`config.mk`:
```
export PLATFORM = sky130hd
export DESIGN_NAME = conv_sequencer
export DESIGN_NICKNAME = d
export VERILOG_FILES = /design/src/rtl/conv_sequencer_pkg.sv /design/src/rtl/seq_watchdog.sv /design/src/rtl/conv_sequencer.sv
export SDC_FILE = /design/constraint.sdc
export NUM_CORES = 1
export LEC_CHECK = 0
export CAP_MARGIN = 20
export CORE_ASPECT_RATIO = 1.1
export CORE_MARGIN = 2
export CORE_UTILIZATION = 39
export DETAILED_ROUTE_END_ITERATION = 10
export GPL_TIMING_DRIVEN = 1
export PLACE_DENSITY = 0.72
export SYNTH_ARGS = -nofsm -noshare
export SYNTH_HDL_FRONTEND = slang
export SYNTH_SLANG_ARGS = --single-unit
export TNS_END_PERCENT = 1
```
`constraint.sdc`:
```
create_clock -name Clk -period 2.2 [get_ports Clk]
set_clock_uncertainty 0.2 [all_clocks]
set_input_delay 0.55 -clock Clk [delete_from_list [all_inputs] [get_ports Clk]]
set_output_delay 0.55 -clock Clk [all_outputs]
set_load 0.01 [all_outputs]
```
`src/rtl/conv_sequencer_pkg.sv`:
```
// Shared widths and one-hot FSM encoding for the convolution sequencer.
`ifndef CONV_SEQ_DEFS
`define CONV_SEQ_DEFS
`define bitLength 16
`define inputPortCount 3
`define addressLength 8
`endif

package conv_sequencer_pkg;

  localparam int BIT_LENGTH_D = `bitLength;
  localparam int PORT_COUNT_D = `inputPortCount;
  localparam int WD_WIDTH     = 8;

  typedef enum logic [8:0] {
    S_IDLE       = 9'b000000001,
    S_CLEAR      = 9'b000000010,
    S_LOAD       = 9'b000000100,
    S_START      = 9'b000001000,
    S_WAIT_MUL   = 9'b000010000,
    S_FINAL      = 9'b000100000,
    S_WAIT_FINAL = 9'b001000000,
    S_OUT        = 9'b010000000,
    S_ERROR      = 9'b100000000
  } state_e;

endpackage

```
`src/rtl/seq_watchdog.sv`:
```
// Cycle watchdog for the accelerator wait states.
// expired fires during the TIMEOUT-th consecutive run cycle after clr.
module seq_watchdog
  import conv_sequencer_pkg::*;
#(
  parameter int TIMEOUT = 255
) (
  input  logic Clk,
  input  logic Rst,
  input  logic clr,
  input  logic run,
  output logic expired
);

  localparam logic [WD_WIDTH-1:0] LAST = WD_WIDTH'(TIMEOUT - 1);

  logic [WD_WIDTH-1:0] cnt_q, cnt_d;

  always_comb begin
    cnt_d = cnt_q;
    if (clr)
      cnt_d = '0;
    else if (run && cnt_q != LAST)
      cnt_d = cnt_q + 1'b1;
  end

  always_ff @(posedge Clk or negedge Rst) begin
    if (!Rst) cnt_q <= '0;
    else      cnt_q <= cnt_d;
  end

  assign expired = run && (cnt_q == LAST);

endmodule

```
`src/rtl/conv_sequencer.sv`:
```
// Feeds kernel rows to the matrix accelerator, collects the final
// sum and presents it on a valid/ready result port.
module conv_sequencer
  import conv_sequencer_pkg::*;
#(
  parameter int BIT_LENGTH  = BIT_LENGTH_D,
  parameter int PORT_COUNT  = PORT_COUNT_D,
  parameter int KERNEL_ROWS = 3,
  parameter int TIMEOUT     = 255
) (
  input  logic                             Clk,
  input  logic                             Rst,
  input  logic                             en,
  input  logic                             win_valid,
  output logic                             win_ready,
  input  logic [PORT_COUNT*BIT_LENGTH-1:0] win_pixel,
  input  logic [PORT_COUNT*BIT_LENGTH-1:0] win_kernel,
  output logic [PORT_COUNT*BIT_LENGTH-1:0] multiplier_input,
  output logic [PORT_COUNT*BIT_LENGTH-1:0] multiplicand_input,
  output logic [PORT_COUNT-1:0]            mStart,
  input  logic [PORT_COUNT-1:0]            mReady,
  output logic                             acc_clr,
  output logic                             finalAdd,
  input  logic [2*BIT_LENGTH-1:0]          finalAccumulate,
  input  logic                             finalReady,
  output logic                             res_valid,
  input  logic                             res_ready,
  output logic [2*BIT_LENGTH-1:0]          res_data,
  output logic                             busy,
  output logic                             err
);

  localparam int W  = PORT_COUNT * BIT_LENGTH;
  localparam int RW = (KERNEL_ROWS > 1) ? $clog2(KERNEL_ROWS) : 1;

  state_e                  state_q, state_d;
  logic [W-1:0]            mul_q, mul_d;
  logic [W-1:0]            mcd_q, mcd_d;
  logic [PORT_COUNT-1:0]   mask_q, mask_d;
  logic [RW-1:0]           row_q, row_d;
  logic [2*BIT_LENGTH-1:0] res_q, res_d;
  logic                    all_rdy;
  logic                    last_row;
  logic                    expired;

  // Ready bits landing in the same cycle as the last missing one count.
  assign all_rdy  = &(mask_q | mReady);
  assign last_row = (row_q == RW'(KERNEL_ROWS - 1));

  always_comb begin
    state_d = state_q;
    mul_d   = mul_q;
    mcd_d   = mcd_q;
    mask_d  = mask_q;
    row_d   = row_q;
    res_d   = res_q;
    unique case (state_q)
      S_IDLE: if (en) state_d = S_CLEAR;
      S_CLEAR: begin
        row_d   = '0;
        state_d = S_LOAD;
      end
      S_LOAD: if (win_valid) begin
        mul_d   = win_pixel;
        mcd_d   = win_kernel;
        state_d = S_START;
      end
      S_START: begin
        mask_d  = '0;
        state_d = S_WAIT_MUL;
      end
      S_WAIT_MUL: begin
        mask_d = mask_q | mReady;
        if (all_rdy) begin
          if (last_row) begin
            state_d = S_FINAL;
          end else begin
            row_d   = row_q + 1'b1;
            state_d = S_LOAD;
          end
        end else if (expired) begin
          state_d = S_ERROR;
        end
      end
      S_FINAL: state_d = S_WAIT_FINAL;
      S_WAIT_FINAL: begin
        if (finalReady) begin
          res_d   = finalAccumulate;
          state_d = S_OUT;
        end else if (expired) begin
          state_d = S_ERROR;
        end
      end
      S_OUT: if (res_ready) state_d = en ? S_CLEAR : S_IDLE;
      S_ERROR: state_d = S_ERROR;
      default: state_d = S_IDLE;
    endcase
    // A hung accelerator leaves every data output quiet.
    if (state_d == S_ERROR) begin
      mul_d = '0;
      mcd_d = '0;
      res_d = '0;
    end
  end

  always_ff @(posedge Clk or negedge Rst) begin
    if (!Rst) begin
      state_q <= S_IDLE;
      mul_q   <= '0;
      mcd_q   <= '0;
      mask_q  <= '0;
      row_q   <= '0;
      res_q   <= '0;
    end else begin
      state_q <= state_d;
      mul_q   <= mul_d;
      mcd_q   <= mcd_d;
      mask_q  <= mask_d;
      row_q   <= row_d;
      res_q   <= res_d;
    end
  end

  seq_watchdog #(
    .TIMEOUT (TIMEOUT)
  ) u_wd (
    .Clk     (Clk),
    .Rst     (Rst),
    .clr     ((state_q == S_START) || (state_q == S_FINAL)),
    .run     ((state_q == S_WAIT_MUL) || (state_q == S_WAIT_FINAL)),
    .expired (expired)
  );

  assign win_ready          = (state_q == S_LOAD);
  assign mStart             = {PORT_COUNT{state_q == S_START}};
  assign acc_clr            = (state_q == S_CLEAR);
  assign finalAdd           = (state_q == S_FINAL);
  assign res_valid          = (state_q == S_OUT);
  assign busy               = (state_q != S_IDLE) && (state_q != S_ERROR);
  assign err                = (state_q == S_ERROR);
  assign multiplier_input   = mul_q;
  assign multiplicand_input = mcd_q;
  assign res_data           = res_q;

endmodule

```
==> results of run 1 <==
layout by cell type, fill, tap and decap left out, drive strengths merged, types with 2 or more instances in the layout:
master and instances:
clkdlybuf4s50 263, dfrtp 149, nor3 134, mux2i 132, buf 96, clkbuf 18
inv 16, nor2 9, a21oi 9, nand2 9, nand3 8, o31ai 7
o21ai 7, and3 7, nand2b 6, or4 6, clkinv 5, or3 5
nand4 4, xor2 4, ha 3, nor3b 3, nor2b 2, nor4b 2
nand3b 2, and2 2, or2 2, nor4 2, a211oi 2
how the worst max path moves through the flow:
stage,endpoint,slack [ns],cells after the start
after floorplan,err,-0.01,5
after global placement,res_data[21],-0.40,6
after detailed placement,res_data[9],-0.46,6
after CTS,acc_clr,-0.35,6
after global routing,acc_clr,-0.44,6
final,acc_clr,-0.40,6
registers in the layout, indices dropped and copies added, names as in the netlist:
name,cells
multiplicand_input,48
res_data,32
state_q,9
u_wd.cnt_q,8
mask_q,3
multiplier_input,48
row_q,2
cells by family (layout without fill, tap and decap cells):
group / count (synthesis) / after routing / synth area share [%]
compound gates: 35 / 35 / 3.456
xor+xnor: 5 / 5 / 0.6434
fa+ha+maj: 3 / 3 / 0.5515
buf+inv: 61 / 400 / 4.485
flops: 150 / 150 / 55.17
mux: 132 / 132 / 19.41
simple gates: 205 / 205 / 16.29
worst min-delay path, stage by stage (launching register included):
cell and delay, ns:
dfrtp_1 0.35, a21oi_1 0.05, nor2_1 0.07
routing by layer:
layer,vias to the layer above,track usage [%]
li1,2788,-
met1,2953,26.71
met2,249,39.49
met3,49,6.015
met4,0,9.508
met5,-,0
cell type report:
cell class	instances	area [µm²]
Fill cell	1314	6002
Clock buffer	17	425.4
Inverter	7	26.28
Tap cell	234	292.8
Clock inverter	15	133.9
Multi-Input combinational cell	380	2839
Timing Repair Buffer	361	3605
Sequential cell	150	3755
stage by stage:
stage	setup TNS [ns]	cell area (µm²)	util (%)	hold slack, ns	setup slack [ns]
global route	-36.40	11080	64.86	0.3522	-0.4404
detailed placement	-55.97	10250	60.02	0.2411	-0.4648
finish	-27.47	11080	64.86	0.3060	-0.3963
CTS	-22.82	10980	64.32	0.3160	-0.3453
global placement	-50.34	10250	60.02	0.2330	-0.3990
floorplan	-0.01100	6809	-	0.05441	-0.01100
power by group through the flow:
stage          sequential [mW]  combinational [mW]  clock (mW)
2_1_floorplan             4.29                1.16           0
3_3_place_gp              4.02                3.80           0
3_5_place_dp              4.03                3.91           0
4_1_cts                   4.02                4.03        2.84
5_1_grt                   4.11                4.36        2.94
6_report                  4.02                4.06        2.77
what timing repair did:
action,CTS,global route
gates cloned,1,0
hold buffers,1,0
pin swaps,9,1
endpoints found under the setup margin,138,145
endpoints found under the hold margin,24,0
resized for setup,59,16
buffers inserted,13,3
==> flow_metrics.py, run 1 <==
metrics = {
    "yosys": {
        "syn_area_um2": 6807,
        "synth_common_cells": "149 x dfrtp_1, 133 x nor3_1, 132 x mux2i_1, 28 x buf_2, 15 x clkbuf_1",
        "synth.most_common_cell": "dfrtp_1",
        "yosysTopAreaCellShare_pct": 54.78,
        "synth_cell_types": 46,
        "synth_seq_area_share_pct": 55.17,
        "ys_ff_latch": 150,
        "synth_nets": 731,
        "yosysTopAreaCell": "dfrtp_1",
        "synthFlopType": "dfrtp_1",
        "netlist_top_cells_area": "dfrtp_1 55%, mux2i_1 19%, nor3_1 9.8%",
        "yosys_warnings": 0,
        "synthCells": 591,
        "async_reset_ff_share_pct": 100.0,
        "synth.avg_cell_area_um2": 11.52,
        "synth_edf_count": 0,
    },
    "global_route": {
        "grt_pass1_wl_mm": 33.02,
        "grt.total_usage_pct": 22.82,
        "grt-ovfl-total": 0,
        "first_global_vias": 6439,
        "grt_max_degree": 70,
        "grt_antenna_before_repair": 0,
    },
    "power": {
        "power_leakage_nw": 5.756,
        "netSwitchingFraction_pct": 32.04,
        "p_per_area_nw_per_um2": 979.2,
        "seq_power_share_pct": 37.0,
        "power_frac_comb_pct": 37.4,
        "power_mw": 10.85,
        "clkPwrFrac_pct": 25.5,
        "vdd_ir_drop_max_mv": 0.6303,
        "internal_power_mw": 7.371,
        "switchingPower_mw": 3.475,
    },
    "critical_path": {
        "r2r_cells": 14,
        "critPathSlowestCell": "dfrtp_1",
        "max_stage_delay_ns": 0.43,
        "worstPathCellList": "nor4_4 -> buf_4 -> buf_6 -> nand4b_1 -> inv_1 -> buf_6",
        "critPathMostFrequentCell": "buf_6",
        "r2r_slack_ns": -0.34,
        "critPathTopFamily": "simple AND/OR/NAND/NOR gates",
        "cp-startpoint": "state_q[4]",
        "worstReg2RegStart": "state_q[4]",
        "reg2reg_to": "row_q[0]",
        "path_max_fanout": 4,
        "worstPathArrival_ns": 1.85,
        "startpoint_type": "flip-flop",
        "required_ns": 1.45,
        "critPathBufInv": 4,
        "critPathCaptureType": "output pin",
        "crit_type": "reg -> out",
    },
    "route": {
        "ant_nets": 0,
        "highest_layer": "met4",
        "drt-total-wl_mm": 20.66,
        "drc": 0,
        "wl_per_cell_um": 17.75,
        "via_per_inst": 5.188,
        "via_count": 6039,
        "wl_met2_mm": 10.43,
        "firstDrtPassIters": 4,
        "met3_length_mm": 1.407,
        "drtIter0Drc": 306,
        "wl_met1_mm": 8.186,
    },
    "final_layout": {
        "nets": 1057,
        "fin_cells": 1164,
        "drive_above_1_share_pct": 16.34,
        "area_growth_pct": 62.74,
        "insertedDiodeCount": 0,
    },
    "status": {
        "outcome": "finished, violations left",
        "violations": "negative setup slack",
    },
    "sta": {
        "setup_viol": 140,
        "worst_pin_slew_ns": 0.6623,
        "hold_violations": 0,
        "period_share_pct": 118.0,
        "slew_violations": 0,
        "timing.final.crit_period_ns": 2.596,
        "relSlewSlack_pct": 55.69,
        "fmax_mhz": 385.2,
        "rsz0062_at_grt": "true",
        "setup_ws_ns": -0.3963,
    },
    "cts": {
        "cts_max_level": 4,
        "clk_pin_slew_ns": 0.06,
        "cts_tree": "yes",
        "cts_sinks": 150,
        "clockRootBuffer": "clkbuf_16",
        "clk_latency_ns": 0.42,
        "cts.path.max_buffers": 2,
        "cts_buffers": 17,
    },
    "floorplanning": {
        "num_rows": 50,
        "die_h_um": 142.6,
        "chipWidth_um": 130.0,
        "design.die.area_um2": 18530,
        "core_um2": 17080,
        "start_util_pct": 39.85,
        "ioPinCount": 274,
    },
    "worst_hold_path": {
        "whs_path_depth": 2,
        "whs_endpoint": "mask_q[2]",
        "min_path_type": "reg -> reg",
        "min_from": "mask_q[2]",
    },
    "place": {
        "dpl.hpwl_mm": 14.44,
        "portBuffers": 273,
        "gp_congestion": 0.8959,
        "place_inst": 1115,
    },
    "run": {
        "maxCapViolCount": 0,
    },
}
Power figures use the tool's default switching activity.
==> run 2: changes to the inputs <==
--- a/config.mk
+++ b/config.mk
@@ -11,7 +11,9 @@
 export CORE_UTILIZATION = 39
 export DETAILED_ROUTE_END_ITERATION = 10
 export GPL_TIMING_DRIVEN = 1
+export MAX_ROUTING_LAYER = met4
 export PLACE_DENSITY = 0.72
+export SKIP_CTS_REPAIR_TIMING = 1
 export SYNTH_ARGS = -nofsm -noshare
 export SYNTH_HDL_FRONTEND = slang
 export SYNTH_SLANG_ARGS = --single-unit
==> run 2 against run 1 <==
The flow still finishes with violations (negative setup slack); critical path depth stayed put; combinational power is 5% lower; sequential cell count stayed put; non-clock buffer count is 16 lower; highest routed layer unchanged.
==> flow_metrics.py, run 2 (same netlist as run 1, synthesis figures left out) <==
metrics = {
    "cts": {
        "cts.path.max_buffers": 2,
        "clockRootBuffer": "clkbuf_16",
        "cts_max_level": 4,
        "clk_pin_slew_ns": 0.06,
        "cts_sinks": 150,
        "cts_buffers": 17,
        "clk_latency_ns": 0.42,
        "cts_tree": "yes",
    },
    "critical_path": {
        "crit_type": "reg -> out",
        "critPathCaptureType": "output pin",
        "path_max_fanout": 5,
        "startpoint_type": "flip-flop",
        "worstPathArrival_ns": 1.77,
        "required_ns": 1.45,
    },
    "floorplanning": {
        "chipWidth_um": 130.0,
        "num_rows": 50,
        "ioPinCount": 274,
        "start_util_pct": 39.85,
        "core_um2": 17080,
        "design.die.area_um2": 18530,
        "die_h_um": 142.6,
    },
    "final_layout": {
        "most-common-layout-cells": "263 x clkdlybuf4s50_1, 148 x dfrtp_1, 132 x mux2i_1, 130 x nor3_1, 54 x buf_4",
        "insertedDiodeCount": 0,
        "final_common_cell": "clkdlybuf4s50_1",
        "nets": 1041,
        "final_util_pct": 63.62,
        "drive_above_1_share_pct": 14.24,
        "fin_cells": 1147,
        "area_growth_pct": 59.63,
        "finalInstanceArea_um2": 10870,
    },
    "global_route": {
        "grt_max_degree": 70,
        "grt-ovfl-total": 0,
        "grt_antenna_before_repair": 0,
        "grt_pass1_wl_mm": 31.64,
        "grt.total_usage_pct": 22.42,
        "first_global_vias": 6150,
    },
    "sta": {
        "period_share_pct": 114.7,
        "worst_pin_slew_ns": 0.6329,
        "timing.final.crit_period_ns": 2.523,
        "setup_ws_ns": -0.3233,
        "setup_viol": 138,
        "hold_ws_ns": 0.2824,
        "slew_violations": 0,
        "rsz0062_at_grt": "true",
        "relSlewSlack_pct": 57.65,
        "fmax_mhz": 396.3,
        "hold_violations": 0,
    },
    "place": {
        "portBuffers": 273,
        "post_dp_cell_area_um2": 10190,
        "gp_congestion": 0.9000,
        "place_inst": 1109,
        "dpl.hpwl_mm": 14.42,
    },
    "route": {
        "wl_per_cell_um": 17.25,
        "firstDrtPassIters": 4,
        "drt-total-wl_mm": 19.79,
        "via_per_inst": 5.095,
        "drc": 0,
        "ant_nets": 0,
        "via_count": 5844,
        "drtIter0Drc": 228,
    },
    "worst_hold_path": {
        "min_path_type": "reg -> reg",
    },
    "run": {
        "maxCapViolCount": 0,
    },
    "status": {
        "violations": "negative setup slack",
        "outcome": "finished, violations left",
    },
    "power": {
        "power_leakage_nw": 5.649,
        "vdd_ir_drop_max_mv": 0.5377,
        "p_per_area_nw_per_um2": 992.9,
    },
}
run 2: cell count changes in the layout (fill, tap and decap cells not counted), moves of 5 or more:
cell	delta
buf_6	-11
buf_4	-7
clkbuf_2	+7
clkinv_2	+5
inv_6	-5
run 2: area by class of cell:
class / count / area [µm²]
Clock buffer: 17 / 425.4
Multi-Input combinational cell: 380 / 2803
Clock inverter: 14 / 160.2
Inverter: 7 / 26.28
Fill cell: 1341 / 6213
Timing Repair Buffer: 345 / 3402
Sequential cell: 150 / 3756
Tap cell: 234 / 292.8
run 2: per-stage QoR:
| stage | setup TNS, ns | setup slack (ns) | power (mW) |
|---|---|---|---|
| final | -27.09 | -0.3233 | 10.79 |
| after global routing | -35.18 | -0.4449 | 11.41 |
| after CTS | -53.09 | -0.7723 | 10.88 |
| after detailed placement | -49.77 | -0.4102 | 7.914 |
| after global placement | -51.99 | -0.4119 | 7.779 |
| after floorplan | -0.01100 | -0.01100 | 5.453 |
run 2: critical path: stages (launching register included):
cell	delay [ns]
dfrtp_1	0.40
nor4_4	0.33
buf_4	0.19
buf_6	0.10
nand4b_1	0.13
inv_1	0.08
buf_2	0.12
run 2: worst paths after layout:
| path | startpoint | endpoint | slack (ns) | cells after the start |
|---|---|---|---|---|
| min in group asynchronous | Rst | res_data[5] | 0.40 | 2 |
| worst max-delay path | state_q[7] | acc_clr | -0.32 | 6 |
| worst max register to register | state_q[4] | multiplier_input[39] | -0.25 | 7 |
| worst min-delay path | row_q[0] | row_q[0] | 0.28 | 1 |
| max in group asynchronous | Rst | multiplicand_input[2] | 0.79 | 3 |
| worst min register to register | row_q[0] | row_q[0] | 0.28 | 1 |
run 2: metal layers:
layer	routed length, µm	track usage (%)	vias to the layer above	share of wire [%]
li1	-	-	2755	-
met1	8267	27.32	2852	42
met2	9774	36.73	201	49
met3	1165	4.774	36	5.9
met4	584	8.206	0	3.0
met5	0	-	-	0
run 2: power breakdown:
group	switching [mW]	total, mW	internal, mW
logic	1.64	3.87	2.23
registers	0.482	4.01	3.53
clock network	1.14	2.91	1.77
total	3.27	10.8	7.52
